--- config.mk ---
export PLATFORM = sky130hd
export DESIGN_NAME = xadc_drp_responder
export DESIGN_NICKNAME = d
export VERILOG_FILES = /design/src/rtl/xadc_drp_responder.sv
export SDC_FILE = /design/constraint.sdc
export NUM_CORES = 1
export LEC_CHECK = 0
export ABC_AREA = 1
export CAP_MARGIN = 20
export CORE_MARGIN = 8
export CORE_UTILIZATION = 56
export CTS_BUF_LIST = sky130_fd_sc_hd__clkbuf_4
export DETAILED_ROUTE_END_ITERATION = 6
export PLACE_DENSITY = 0.88
export SLEW_MARGIN = 20
export SYNTH_ARGS = -nofsm -noshare
export SYNTH_HDL_FRONTEND = slang
export SYNTH_SLANG_ARGS = --single-unit
--- constraint.sdc ---
create_clock -name clk -period 3.5 [get_ports clk]
set_input_delay 0.7 -clock clk [delete_from_list [all_inputs] [get_ports clk]]
set_output_delay 0.7 -clock clk [all_outputs]
set_load 0.02 [all_outputs]
--- src/rtl/xadc_drp_responder.sv ---
// ---------------------------------------------------------------------------
// xadc_drp_responder
//
// Synthesizable stand-in for the XADC: it sequences four aux channels,
// publishes programmable 12-bit samples as left-aligned 16-bit result
// registers, drives the conversion status outputs and answers DRP accesses
// with drdy after a fixed latency.
//
// Optional feature macro: XADC_DRP_AVG_EN
//   undefined : each result register holds the last captured sample
//   defined   : each result register holds the truncated mean of the last
//               four samples captured for that channel (history resets to 0)
//
// Parameters:
//   CONV_CYCLES  busy cycles per conversion (>=2); period is CONV_CYCLES+1
//   DRDY_LAT     cycles from an accepted den to drdy_out (>=1)
//
// Ports:
//   clk          system clock
//   reset        synchronous, active-high
//   sample0..3   values converted for vaux3/vaux10/vaux2/vaux11
//                (addresses 0x13/0x1A/0x12/0x1B)
//   den_in       DRP enable
//   dwe_in       DRP write enable (writes complete but change nothing)
//   daddr_in     DRP address
//   di_in        DRP write data (ignored)
//   drdy_out     one-cycle DRP completion pulse
//   do_out       DRP read data, held until the next drdy
//   channel_out  channel of the last completed conversion
//   eoc_out      one-cycle end-of-conversion pulse
//   eos_out      one-cycle end-of-sequence pulse (after channel 0x1B)
//   busy_out     conversion in progress
// ---------------------------------------------------------------------------
module xadc_drp_responder #(
    parameter int unsigned CONV_CYCLES = 26,
    parameter int unsigned DRDY_LAT    = 2
) (
    input  logic        clk,
    input  logic        reset,
    input  logic [11:0] sample0,
    input  logic [11:0] sample1,
    input  logic [11:0] sample2,
    input  logic [11:0] sample3,
    input  logic        den_in,
    input  logic        dwe_in,
    input  logic [6:0]  daddr_in,
    input  logic [15:0] di_in,
    output logic        drdy_out,
    output logic [15:0] do_out,
    output logic [4:0]  channel_out,
    output logic        eoc_out,
    output logic        eos_out,
    output logic        busy_out
);

    localparam int unsigned CW = (CONV_CYCLES > 1) ? $clog2(CONV_CYCLES) : 1;
    localparam int unsigned RW = $clog2(DRDY_LAT + 1);

    localparam logic [CW-1:0] CNT_LAST = CW'(CONV_CYCLES - 1);
    localparam logic [RW-1:0] LAT_INIT = RW'(DRDY_LAT - 1);
    localparam logic [RW-1:0] LAT_ONE  = RW'(1);

    typedef enum logic {
        S_CONV,
        S_DONE
    } state_t;

    // Conversion sequencer state
    state_t          state_q, state_d;
    logic [CW-1:0]   cnt_q,   cnt_d;
    logic [1:0]      idx_q,   idx_d;
    logic [4:0]      chan_q,  chan_d;
    logic [15:0]     res_q [4];
    logic [15:0]     res_d [4];

    // DRP transaction state
    logic            pend_q,  pend_d;
    logic [RW-1:0]   rcnt_q,  rcnt_d;
    logic [15:0]     snap_q,  snap_d;
    logic            drdy_q,  drdy_d;
    logic [15:0]     do_q,    do_d;

    logic [11:0]     cur_sample;
    logic [15:0]     new_result;
    logic [15:0]     rd_data;
    logic            accept;

    // Write data is never stored.
    logic            unused_di;
    assign unused_di = ^di_in;

    function automatic logic [4:0] chan_addr(input logic [1:0] idx);
        logic [4:0] a;
        case (idx)
            2'd0:    a = 5'h13;
            2'd1:    a = 5'h1A;
            2'd2:    a = 5'h12;
            default: a = 5'h1B;
        endcase
        return a;
    endfunction

    always_comb begin
        case (idx_q)
            2'd0:    cur_sample = sample0;
            2'd1:    cur_sample = sample1;
            2'd2:    cur_sample = sample2;
            default: cur_sample = sample3;
        endcase
    end

`ifdef XADC_DRP_AVG_EN
    // Only the three previous samples are stored; the fourth is the sample
    // being captured right now.
    logic [11:0] hist_q [4][3];
    logic [11:0] hist_d [4][3];
    logic [13:0] sum4;
    logic        capture;

    always_comb begin
        sum4 = {2'b00, cur_sample}
             + {2'b00, hist_q[idx_q][0]}
             + {2'b00, hist_q[idx_q][1]}
             + {2'b00, hist_q[idx_q][2]};
        new_result = {sum4[13:2], 4'h0};
    end

    always_comb begin
        hist_d = hist_q;
        if (capture) begin
            hist_d[idx_q][2] = hist_q[idx_q][1];
            hist_d[idx_q][1] = hist_q[idx_q][0];
            hist_d[idx_q][0] = cur_sample;
        end
    end

    always_ff @(posedge clk) begin
        if (reset) begin
            for (int unsigned c = 0; c < 4; c++) begin
                for (int unsigned k = 0; k < 3; k++) begin
                    hist_q[c][k] <= '0;
                end
            end
        end else begin
            hist_q <= hist_d;
        end
    end
`else
    always_comb begin
        new_result = {cur_sample, 4'h0};
    end
`endif

    // Conversion FSM: next state, capture and status outputs
    always_comb begin
        state_d = state_q;
        cnt_d   = cnt_q;
        idx_d   = idx_q;
        chan_d  = chan_q;
        res_d   = res_q;
`ifdef XADC_DRP_AVG_EN
        capture = 1'b0;
`endif
        case (state_q)
            S_CONV: begin
                if (cnt_q == CNT_LAST) begin
                    state_d       = S_DONE;
                    chan_d        = chan_addr(idx_q);
                    res_d[idx_q]  = new_result;
`ifdef XADC_DRP_AVG_EN
                    capture       = 1'b1;
`endif
                end else begin
                    cnt_d = cnt_q + 1'b1;
                end
            end
            S_DONE: begin
                state_d = S_CONV;
                cnt_d   = '0;
                idx_d   = idx_q + 2'd1;
            end
            default: begin
                state_d = S_CONV;
                cnt_d   = '0;
            end
        endcase
    end

    always_ff @(posedge clk) begin
        if (reset) begin
            state_q <= S_CONV;
            cnt_q   <= '0;
            idx_q   <= '0;
            chan_q  <= '0;
            for (int unsigned i = 0; i < 4; i++) begin
                res_q[i] <= '0;
            end
        end else begin
            state_q <= state_d;
            cnt_q   <= cnt_d;
            idx_q   <= idx_d;
            chan_q  <= chan_d;
            res_q   <= res_d;
        end
    end

    // DRP address map, evaluated on the registers as they stand in the den
    // cycle, so a capture on the same edge is not visible to this access.
    always_comb begin
        rd_data = '0;
        if (!dwe_in) begin
            case (daddr_in)
                7'h13:   rd_data = res_q[0];
                7'h1A:   rd_data = res_q[1];
                7'h12:   rd_data = res_q[2];
                7'h1B:   rd_data = res_q[3];
                default: rd_data = '0;
            endcase
        end
    end

    // pend_q drops on the edge that raises drdy, so a den in the drdy cycle
    // is accepted as a fresh transaction.
    assign accept = den_in & ~pend_q;

    always_comb begin
        pend_d = pend_q;
        rcnt_d = rcnt_q;
        snap_d = snap_q;
        drdy_d = 1'b0;
        do_d   = do_q;
        if (pend_q) begin
            if (rcnt_q == LAT_ONE) begin
                drdy_d = 1'b1;
                do_d   = snap_q;
                pend_d = 1'b0;
            end else begin
                rcnt_d = rcnt_q - 1'b1;
            end
        end
        if (accept) begin
            if (DRDY_LAT == 1) begin
                drdy_d = 1'b1;
                do_d   = rd_data;
            end else begin
                pend_d = 1'b1;
                rcnt_d = LAT_INIT;
                snap_d = rd_data;
            end
        end
    end

    always_ff @(posedge clk) begin
        if (reset) begin
            pend_q <= 1'b0;
            rcnt_q <= '0;
            snap_q <= '0;
            drdy_q <= 1'b0;
            do_q   <= '0;
        end else begin
            pend_q <= pend_d;
            rcnt_q <= rcnt_d;
            snap_q <= snap_d;
            drdy_q <= drdy_d;
            do_q   <= do_d;
        end
    end

    // busy is gated by reset so every output reads 0 while reset is held.
    assign busy_out    = (state_q == S_CONV) & ~reset;
    assign eoc_out     = (state_q == S_DONE);
    assign eos_out     = (state_q == S_DONE) && (idx_q == 2'd3);
    assign channel_out = chan_q;
    assign drdy_out    = drdy_q;
    assign do_out      = do_q;

endmodule

Word-level counts from Yosys, hierarchy flattened
Cells that the tools add are included.
Widths: inputs -> output; s select.
- input bits: 75
- register bits after elaboration: 113
- word-level logic and storage cells: 65
- output and inout port bits: 25
- reduce and logical (&&, ||, !) cells: 10
- add/subtract/negate cells: 3
- $lt $le $gt $ge: 2
- equal/unequal tests: 11
- bitwise gates (word level): 7
- mux-type cells: 18
- operators by type and width (operator ; number):
    $bwmux 64 ; 1
    $pmux 16 s4 ; 1
    $pmux 12 s3 ; 1
    $demux 16 s2 ; 1
    $mux 16 ; 2
    $eq 7x5->1 const B ; 4
    $pmux 4 s3 ; 1
    $pmux 5 s2 ; 1
    $mux 1 ; 8
    $reduce_and 2->1 ; 4
    $add 5x1->5 const B ; 1
    $eq 5x5->1 const B ; 1
    $mux 5 ; 1
    $eq 2x1->1 const B ; 2
    $eq 2x2->1 const B ; 2
    $ne 2x2->1 const B ; 2
    $not 1->1 ; 4
    $reduce_or 2->1 ; 2
    $ge 3x3->1 const B ; 1
    $lt 3x1->1 const B ; 1
    $not 2->3 ; 1
    $add 2x1->2 const B ; 1
    $and 1x1->1 ; 2
    $logic_and 1x1->1 ; 2
    other kinds (4) ; 4

Longest topological paths before layout
- depth in word-level cells: 6
- mapped depth: 11
- gate-level depth less buffers: 10

Worst setup path before layout
No wires, ideal clock.
- kind: input to output
- from: input reset
- to: output busy_out
- arrival: 1.100 ns
- cell stages on the path: 1
- setup slack: 1.700 ns
- path buffers: 0
- data required time: 2.800 ns
- cell sequence: nor2_1
- longest elaborated chain between the ends: 2
- ends and longest elaborated chain (item ; line ; source):
    start, declared ; 39 ; input logic reset,
    $not 1->1 ; 270 ; assign busy_out = (state_q == S_CONV) & ~reset;
    $and 1x1->1 ; 270 ;
    end, declared ; 53 ; output logic busy_out
No other way between the ends.

Final worst setup path
Ends and elaborated chain as after synthesis.

==> impl_metrics.env <==
export IMPL_setup_viol=0
export IMPL_place_congestion=0.807
export IMPL_powerDensity_nw_per_um2=362
export IMPL_clk_latency_ns=0.43
export IMPL_fin_worst_skew_ns=0.0159
export IMPL_synth_seq_cells=87
export IMPL_synth_xor_area_frac=0.00206
export IMPL_synth_top_area_share=0.409
export IMPL_period_minus_slack_ns=2.80
export IMPL_diodes=0
export IMPL_dr_pass1_iters=6
export IMPL_grtUsageTotal=0.211
export IMPL_post_cts_setup_buffer_count=0
export IMPL_min_period_over_period=0.799
export IMPL_critPathRequiredTime_ns=2.80
export IMPL_holdCritStartpoint="snap_q[10]$_SDFFE_PP0P_"
export IMPL_cts_resized=0
export IMPL_grt_ovfl_total=0
export IMPL_power_leakage_nw=2.44
export IMPL_drv_slew=0
export IMPL_hold_ws_ns=0.460
export IMPL_finalSetupTns_ns=0
export IMPL_cts_tree="done"
export IMPL_worstSetupPathType="in -> out"
export IMPL_reg2reg_depth=8
export IMPL_holdPathEnd="snap_q[10]$_SDFFE_PP0P_"
export IMPL_finalWirelength_um=10500
export IMPL_r2r_start="idx_q[0]$_SDFFE_PP0P_"
export IMPL_numCtsBuffers=9
export IMPL_grt_max_degree=49
export IMPL_route_vias_total=4144
export IMPL_yosysTopAreaCell="dfxtp_1"
export IMPL_hold_path_class="reg -> reg"
export IMPL_area_delta_synth_final_pct=21.6
export IMPL_synth_area_top_cells="dfxtp_1 41%, nand2_1 17%, nor2_1 8.3%"
export IMPL_timing_hold_violations_final=0
export IMPL_die_area_um2=10600
export IMPL_synth_avg_cell_area_um2=6.57
export IMPL_critPathCaptureType="output pin"
export IMPL_yosys_area_share_simple=0.347
export IMPL_hold_depth=2
export IMPL_nNetsFinal=790
export IMPL_cts_root_buffer="clkbuf_4"
export IMPL_drive_above_1_share=0.0478
export IMPL_drt_initial_drc_count=253
export IMPL_synth_top_family_by_area="simple AND/OR/NAND/NOR gates"
export IMPL_routedWlPerCell_um=12.9
export IMPL_die_y_um=103
export IMPL_ctsHtreeMaxLevel=3
export IMPL_rr_endpoint="res_q[61]$_SDFFE_PP0P_"
export IMPL_fill_cells=627
export IMPL_vias_per_cell=5.11
export IMPL_fin_cells=811
export IMPL_muxShareOfSynthArea=0
export IMPL_max_cap_violations=0
export IMPL_peakVddDrop_v=0.000222
export IMPL_synth_cell_area_um2=4260
export IMPL_regToRegSetupSlack_ns=1.59
export IMPL_io_pins=100
export IMPL_synth_adder_area_share=0.0235
export IMPL_arrival_ns=2.10
export IMPL_portBuffers=78
export IMPL_clockBufferDepth=2
export IMPL_synthesis_instances=648
export IMPL_layout_commonest_cell="nand2_1"
export IMPL_initial_core_util=0.584
export IMPL_fmaxAchievable_mhz=358
export IMPL_grt_pass1_wl_um=18000
export IMPL_synth_seq_area_share=0.409
export IMPL_core_um2=7290
export IMPL_yosys_warnings=0
export IMPL_final_cell_mix="197 x nand2_1, 93 x nor2_1, 87 x dfxtp_1, 78 x clkdlybuf4s50_1, 70 x inv_1"
export IMPL_synth_compound_area_frac=0.101
export IMPL_synth_distinct_cells=26
export IMPL_drc=0
export IMPL_slew_headroom=0.379
export IMPL_hpwlAfterDp_um=7790
export IMPL_outcome="completed"
export IMPL_worstMarginPinSlew_ns=0.928
export IMPL_antenna_found_initial=0
export IMPL_startpoint_type="primary input"
export IMPL_fp_dieW_um=103
export IMPL_placementRows=31
export IMPL_first_global_vias=4018
export IMPL_cp_max_fo=6
export IMPL_ant_nets=0
export IMPL_clock_sinks=87
export IMPL_clk_pin_slew_worst_paths_ns=0.15
export IMPL_ctsHoldBuffers=0
export IMPL_rsz0062_at_grt="no"
export IMPL_numPlacedInstances=795
## worst max-delay path by stage
stage,endpoint,depth (start not counted),start
after global routing,busy_out,3,reset
after floorplan,busy_out,1,reset
after detailed placement,busy_out,3,reset
after CTS,busy_out,3,reset
final,busy_out,3,reset
after global placement,busy_out,3,reset
## logic make-up (layout without fill, tap and decap cells)
| kind of cell | count (synthesis) | after routing |
|---|---|---|
| xor+xnor | 1 | 1 |
| flops | 87 | 87 |
| simple gates | 356 | 356 |
| other cells | 1 | 5 |
| buf+inv | 113 | 173 |
| fa+ha+maj | 8 | 8 |
| compound gates | 82 | 82 |
## metal layers
layer / vias to the layer above / part of all wire / GRT usage
met4: 0 / 0.027 / 0.0968
met1: 1800 / 0.43 / 0.256
met3: 26 / 0.10 / 0.0569
met2: 201 / 0.44 / 0.340
met5: - / 0 / 0
li1: 2117 / - / -
## layout make-up
cell class,instances,area (um2),area share
clock buffers,9,67.6,0.0131
clock inverters,7,101,0.0196
inverters,75,282,0.0544
multi-input cells,452,2040,0.394
flip-flops and latches,87,1740,0.336
well taps,99,124,0.0239
repair buffers,82,823,0.159
## synth_stat cells, drive strengths merged
library cell  number
nor2              98
conb               1
o21ai             52
o21a               1
nand4              1
a211oi             1
ha                 8
clkbuf            15
a21oi             16
dfxtp             87
o22ai             12
nand2            200
and2               5
xnor2              1
nor3               3
buf               23
nand3             49
inv               75
## report_power, final
part | switching, W | total (W) | internal (W) | leakage [nW]
combinational | 0.000100 | 0.000200 | 0.000100 | 1.65
sequential | 0.00000900 | 0.00101 | 0.00100 | 0.703
clock | 0.000361 | 0.000660 | 0.000299 | 0.0905
total | 0.000470 | 0.00187 | 0.00140 | 2.44
## critical path: stages
cell and delay (ns):
clkdlybuf4s50_1 0.43, nor2_1 0.29, clkdlybuf4s50_1 0.68
## stage by stage
step                      instance area (um2)  utilization  total power [W]  worst slack [ns]
after floorplan                          4270            -          0.00113              1.70
after global placement                   5010        0.687          0.00123             0.740
after detailed placement                 5010        0.687          0.00124             0.710
after CTS                                5180        0.710          0.00188             0.711
after global routing                     5180        0.710          0.00194             0.659
final                                    5180        0.710          0.00187             0.703
## state kept, by name, summed over array words and instances, names as in the netlist
signal	count
rcnt_q	2
do_out	12
cnt_q	5
idx_q	2
channel_out	3
eoc_out	1
snap_q	12
pend_q	1
drdy_out	1
res_q	48
Note: power is estimated with default switching activity, not from simulation.
